File: src/rtl/rep_add_mul_pkg.sv
// Shared definitions for the repeated-addition multiplier controller:
// state encoding, default counter width and a small busy-decode helper.
package rep_add_mul_pkg;

  localparam int CNT_W_DEF = 16;

  localparam logic [2:0] ST_IDLE   = 3'd0;
  localparam logic [2:0] ST_LOAD_A = 3'd1;
  localparam logic [2:0] ST_LOAD_B = 3'd2;
  localparam logic [2:0] ST_ADD    = 3'd3;
  localparam logic [2:0] ST_DONE   = 3'd4;

  typedef enum logic [2:0] {
    IDLE   = ST_IDLE,
    LOAD_A = ST_LOAD_A,
    LOAD_B = ST_LOAD_B,
    ADD    = ST_ADD,
    DONE   = ST_DONE
  } state_t;

  // An operation is in flight from the first operand load until the last add.
  function automatic logic state_is_busy(input state_t s);
    return (s == LOAD_A) || (s == LOAD_B) || (s == ADD);
  endfunction

endpackage

File: src/rtl/rep_add_iter_cnt.sv
// Iteration counter: synchronous clear, increment, saturation at MAX and a
// terminal flag that the controller uses as its timeout condition.
module rep_add_iter_cnt #(
  parameter int          W   = 16,
  parameter int unsigned MAX = 65535
) (
  input  logic         clk,
  input  logic         rst,
  input  logic         clr,
  input  logic         inc,
  output logic [W-1:0] cnt,
  output logic         at_max
);

  localparam logic [W-1:0] MAX_V = W'(MAX);

  logic [W-1:0] cnt_reg;

  assign at_max = (cnt_reg == MAX_V);
  assign cnt    = cnt_reg;

  // Increment is suppressed at the limit so the count never wraps.
  always_ff @(posedge clk) begin
    if (rst || clr) begin
      cnt_reg <= '0;
    end else if (inc && !at_max) begin
      cnt_reg <= cnt_reg + 1'b1;
    end
  end

endmodule

File: src/rtl/rep_add_mul_ctrl.sv
// Controller for a repeated-addition multiplier: loads A then B from a shared
// bus, issues add/decrement pairs until B reaches zero or the iteration limit.
module rep_add_mul_ctrl
  import rep_add_mul_pkg::*;
#(
  parameter int          CNT_W    = CNT_W_DEF,
  parameter int unsigned MAX_ITER = 65535
) (
  input  logic             clk,
  input  logic             rst,
  input  logic             start,
  input  logic             abort,
  input  logic             eqz,
  output logic             sel_b,
  output logic             lda,
  output logic             ldb,
  output logic             clrp,
  output logic             ldp,
  output logic             decb,
  output logic             busy,
  output logic             done,
  output logic             err,
  output logic [CNT_W-1:0] iter_cnt
);

  state_t state_reg, state_next;
  logic   err_reg, err_next;
  logic   cnt_clr, cnt_inc, cnt_at_max;

  rep_add_iter_cnt #(
    .W   (CNT_W),
    .MAX (MAX_ITER)
  ) u_iter_cnt (
    .clk    (clk),
    .rst    (rst),
    .clr    (cnt_clr),
    .inc    (cnt_inc),
    .cnt    (iter_cnt),
    .at_max (cnt_at_max)
  );

  always_ff @(posedge clk) begin
    if (rst) begin
      state_reg <= IDLE;
      err_reg   <= 1'b0;
    end else begin
      state_reg <= state_next;
      err_reg   <= err_next;
    end
  end

  always_comb begin
    state_next = state_reg;
    err_next   = err_reg;
    lda        = 1'b0;
    ldb        = 1'b0;
    clrp       = 1'b0;
    ldp        = 1'b0;
    decb       = 1'b0;
    cnt_clr    = 1'b0;
    cnt_inc    = 1'b0;

    unique case (state_reg)
      IDLE: begin
        if (start) state_next = LOAD_A;
      end
      LOAD_A: begin
        lda        = 1'b1;
        state_next = LOAD_B;
      end
      LOAD_B: begin
        ldb        = 1'b1;
        clrp       = 1'b1;
        cnt_clr    = 1'b1;
        err_next   = 1'b0;
        state_next = ADD;
      end
      ADD: begin
        // B==0 wins over the timeout so an exact-limit multiply is not a fault.
        if (eqz) begin
          err_next   = 1'b0;
          state_next = DONE;
        end else if (cnt_at_max) begin
          err_next   = 1'b1;
          state_next = DONE;
        end else begin
          ldp     = 1'b1;
          decb    = 1'b1;
          cnt_inc = 1'b1;
        end
      end
      DONE: begin
        state_next = IDLE;
      end
      default: begin
        state_next = IDLE;
      end
    endcase

    // Abort overrides everything, including a start seen in IDLE.
    if (abort) begin
      state_next = IDLE;
      err_next   = 1'b0;
      lda        = 1'b0;
      ldb        = 1'b0;
      clrp       = 1'b0;
      ldp        = 1'b0;
      decb       = 1'b0;
      cnt_clr    = 1'b0;
      cnt_inc    = 1'b0;
    end
  end

  assign sel_b = (state_reg == LOAD_B);
  assign busy  = state_is_busy(state_reg);
  assign done  = (state_reg == DONE);
  assign err   = err_reg;

endmodule

File: config.mk
export PLATFORM = sky130hd
export DESIGN_NAME = rep_add_mul_ctrl
export DESIGN_NICKNAME = d
export VERILOG_FILES = /design/src/rtl/rep_add_mul_pkg.sv /design/src/rtl/rep_add_iter_cnt.sv /design/src/rtl/rep_add_mul_ctrl.sv
export SDC_FILE = /design/constraint.sdc
export NUM_CORES = 1
export LEC_CHECK = 0
export CORE_ASPECT_RATIO = 1.4
export CORE_UTILIZATION = 42
export DETAILED_ROUTE_END_ITERATION = 8
export PLACE_DENSITY_LB_ADDON = 0.15
export SLEW_MARGIN = 5
export SYNTH_ARGS = -nofsm -noshare
export SYNTH_HDL_FRONTEND = slang
export SYNTH_SLANG_ARGS = --single-unit
File: constraint.sdc
create_clock -name clk -period 2.2 [get_ports clk]
set_input_delay 0.44 -clock clk [delete_from_list [all_inputs] [get_ports clk]]
set_output_delay 0.44 -clock clk [all_outputs]
set_load 0.03 [all_outputs]
==> metrics.md <==
| Metric | Value |
|---|---|
| Vias per cell | `5.54` |
| Adder-Cell Fraction of Synth Area | `1.14%` |
| Pwr per Cell Area | `400 mW/mm²` |
| Achievable Freq | `473 MHz` |
| H-tree depth | `1` |
| Clock slew at reported path FFs | `0.12 ns` |
| Final TNS setup | `0 ns` |
| Syn nets | `143` |
| Leading post-synthesis cells by cell area | `dfxtp_1, mux2i_1, nor2_1` |
| Final HPWL DP | `2.11 mm` |
| Initial antenna violation count | `0` |
| Cell taking the most area after synthesis | `dfxtp_1` |
| Max reg flops | `16` |
| Fraction of layout instances using a drive strength above 1 | `19.9%` |
| Status | `finished clean` |
| RSZ-0062 raised after global routing | `false` |
| Worst hold path type | `reg -> reg` |
| Layout Utilization | `64.8%` |
| Largest net degree at the start of global routing | `14` |
| Final critical-path share of the clock period | `96.1%` |
| Placed Instances | `205` |
| CP endpoint kind | `output port` |
| TritonCTS clock tree | `done` |
| Fillers | `223` |
| Crit start category | `flip-flop` |
| Synth top area share | `36.3%` |
| LEAKAGE | `0.596 nW` |
| Post-layout min period | `2.11 ns` |
| Worst endpoint data arrival time | `1.67 ns` |
| Largest family of logic cells by synthesized area | `simple AND/OR/NAND/NOR gates` |
| # IOs | `30` |
| Simple-Gate Fraction of Synth Area | `36.8%` |
| Drt first-iter violations | `25` |
| First-pass GRT wire length | `4.77 mm` |
| CP max stage delay | `0.41 ns` |
| Post-synth EDFFs | `0` |
| WHS Path Cells | `2` |
| CTS Sinks | `20` |
| Total congestion overflow | `0` |
| CORE AREA | `0.00244 mm²` |
| Crit-path slowest cell | `dfxtp_2` |
| WP data required | `1.76 ns` |
| Compound-Gate Fraction of Synth Area | `15.4%` |
| Final ANT Viol Nets | `0` |
| Root Buffer Master | `clkbuf_4` |
| Worst-Skew Late Latency | `0.30 ns` |
| Final nets | `183` |
| Die span in y | `62.6 µm` |
| Kind of critical path | `reg -> out` |
| Cells along the critical path | `or3b_4 > nand2b_4 > buf_8 > nor2_4 > buf_6` |
| Post-Synth XOR/XNOR Area | `0%` |
| Actual slew at the worst max-slew pin | `0.604 ns` |
| Syn-to-layout area delta | `43.7%` |
| Row count | `21` |
| Fin. max-slew vios | `0` |
| Synth top cells by count | `dfxtp_1, nor2_1, nand2_1, a21oi_1, or3_1` |
| Starting Density | `45.1%` |
| CTS max path bufs | `2` |
| Post-Syn Instances | `137` |
| Synth cell types | `39` |
| FF+latch count, synth | `20` |
| Slew margin rel. | `59.6%` |
| Vias in the first global route | `1128` |
| Predominant post-synthesis flop cell | `dfxtp_1` |
| Yosys Warn Count | `0` |
| Seq/Total Area, Yosys | `36.3%` |
| Mapped Area | `0.00110 mm²` |
| R2R depth | `4` |
| Die area | `0.00284 mm²` |
| Async SR Flop Fraction | `0%` |
| Syn_area_per_cell | `8.05 µm²` |
| Worst-path fanout max | `11` |
| Pre-Repair DR Iteration Count | `4` |
| Hold Violations, Final | `0` |
| # setup viols final | `0` |
| Die Width | `45.3 µm` |
| Antenna cells | `0` |
| Max_cap viols | `0` |
| Top-count cell post-synth | `dfxtp_1` |
| Multiplexer share of the synthesized area | `5.45%` |
| IO buf count | `29` |
| Drt wl/cell | `13.1 µm` |
| DRC viols | `0` |
| CTS buffer count | `3` |
| Skew final | `0.00489 ns` |
| Placer's final routability congestion estimate | `0.800` |
| WL final | `2.75 mm` |
| Peak VDD IR | `0.242 mV` |
| Tot GR Track Use | `21.6%` |
| Non-filler cells, final | `210` |
| Via Count | `1164` |
## power by group
part	internal, W	total (W)	switching, W
clock	0.000101	0.000215	0.000114
sequential	0.000364	0.000367	0.00000310
combinational	0.0000257	0.0000518	0.0000261
## metal layers
layer / part of all wire, % / global-route usage (%) / routed length [µm]
met1: 45 / 26.9 / 1230
met2: 52 / 37.5 / 1440
met3: 2.1 / 1.73 / 58
met4: 0.76 / 7.20 / 21
met5: 0 / 0 / 0
## placed cells by master (no fill, tap or decap), types with 2 or more instances in the layout
cell / count
a21oi_1: 7
a31oi_1: 3
and2_1: 2
and4_1: 2
buf_4: 16
buf_6: 2
clkbuf_4: 3
clkdlybuf4s50_1: 21
dfxtp_1: 16
dfxtp_2: 4
dlygate4sd2_1: 2
inv_1: 4
mux2i_1: 6
nand2_1: 12
nand3_1: 6
nand4_1: 4
nor2_1: 12
nor3_1: 4
nor3b_1: 2
nor4_1: 4
o21ai_0: 3
o31ai_1: 4
or3_1: 7
or4_1: 5
## worst max-delay path: cells and delay by family (launching register included)
family / cells / cell delay (ns)
and+or+nand+nor: 3 / 0.68
DFF: 1 / 0.41
buffers and inverters: 2 / 0.29
## timing repair
action,CTS,global route
hold buffers,0,0
pin swaps,3,0
setup buffers,1,0
resized for setup,9,2
endpoints found under the setup margin,3,2
## through the flow
step / hold slack [ns] / cell area, µm² / setup WS [ns] / total power (W)
detailed placement: 0.495 / 1510 / -0.289 / 0.000427
global route: 0.553 / 1580 / 0.00781 / 0.000662
finish: 0.515 / 1580 / 0.0853 / 0.000634
global placement: 0.477 / 1510 / -0.267 / 0.000426
CTS: 0.513 / 1580 / 0.0341 / 0.000640
floorplan: 0.526 / 1130 / 0.0102 / 0.000400
## cells by family (layout without fill, tap and decap cells)
group / count (synthesis) / in the layout
muxes: 6 / 6
AOI/OAI and AO/OA: 25 / 25
adders and majority gates: 1 / 1
buffers and inverters: 12 / 51
and+or+nand+nor: 73 / 73
DFF: 20 / 20
## cell type report
class                   count  area (µm²)  share of cell area [%]
inverters                   4        15.0                   0.948
repair buffers             43         398                    25.1
flip-flops and latches     20         405                    25.6
clock buffers               4        36.3                    2.29
multi-input cells         105         687                    43.4
well taps                  34        42.5                    2.69
## worst paths after layout
kind | to | start | slack, ns
setup / recovery | decb | state_reg[1] | 0.09
hold / removal | u_iter_cnt.cnt[1] | u_iter_cnt.cnt[1] | 0.51
setup reg to reg | u_iter_cnt.cnt[11] | state_reg[1] | 0.17
hold reg to reg | u_iter_cnt.cnt[1] | u_iter_cnt.cnt[1] | 0.51
(Power assumes the default switching activity.)
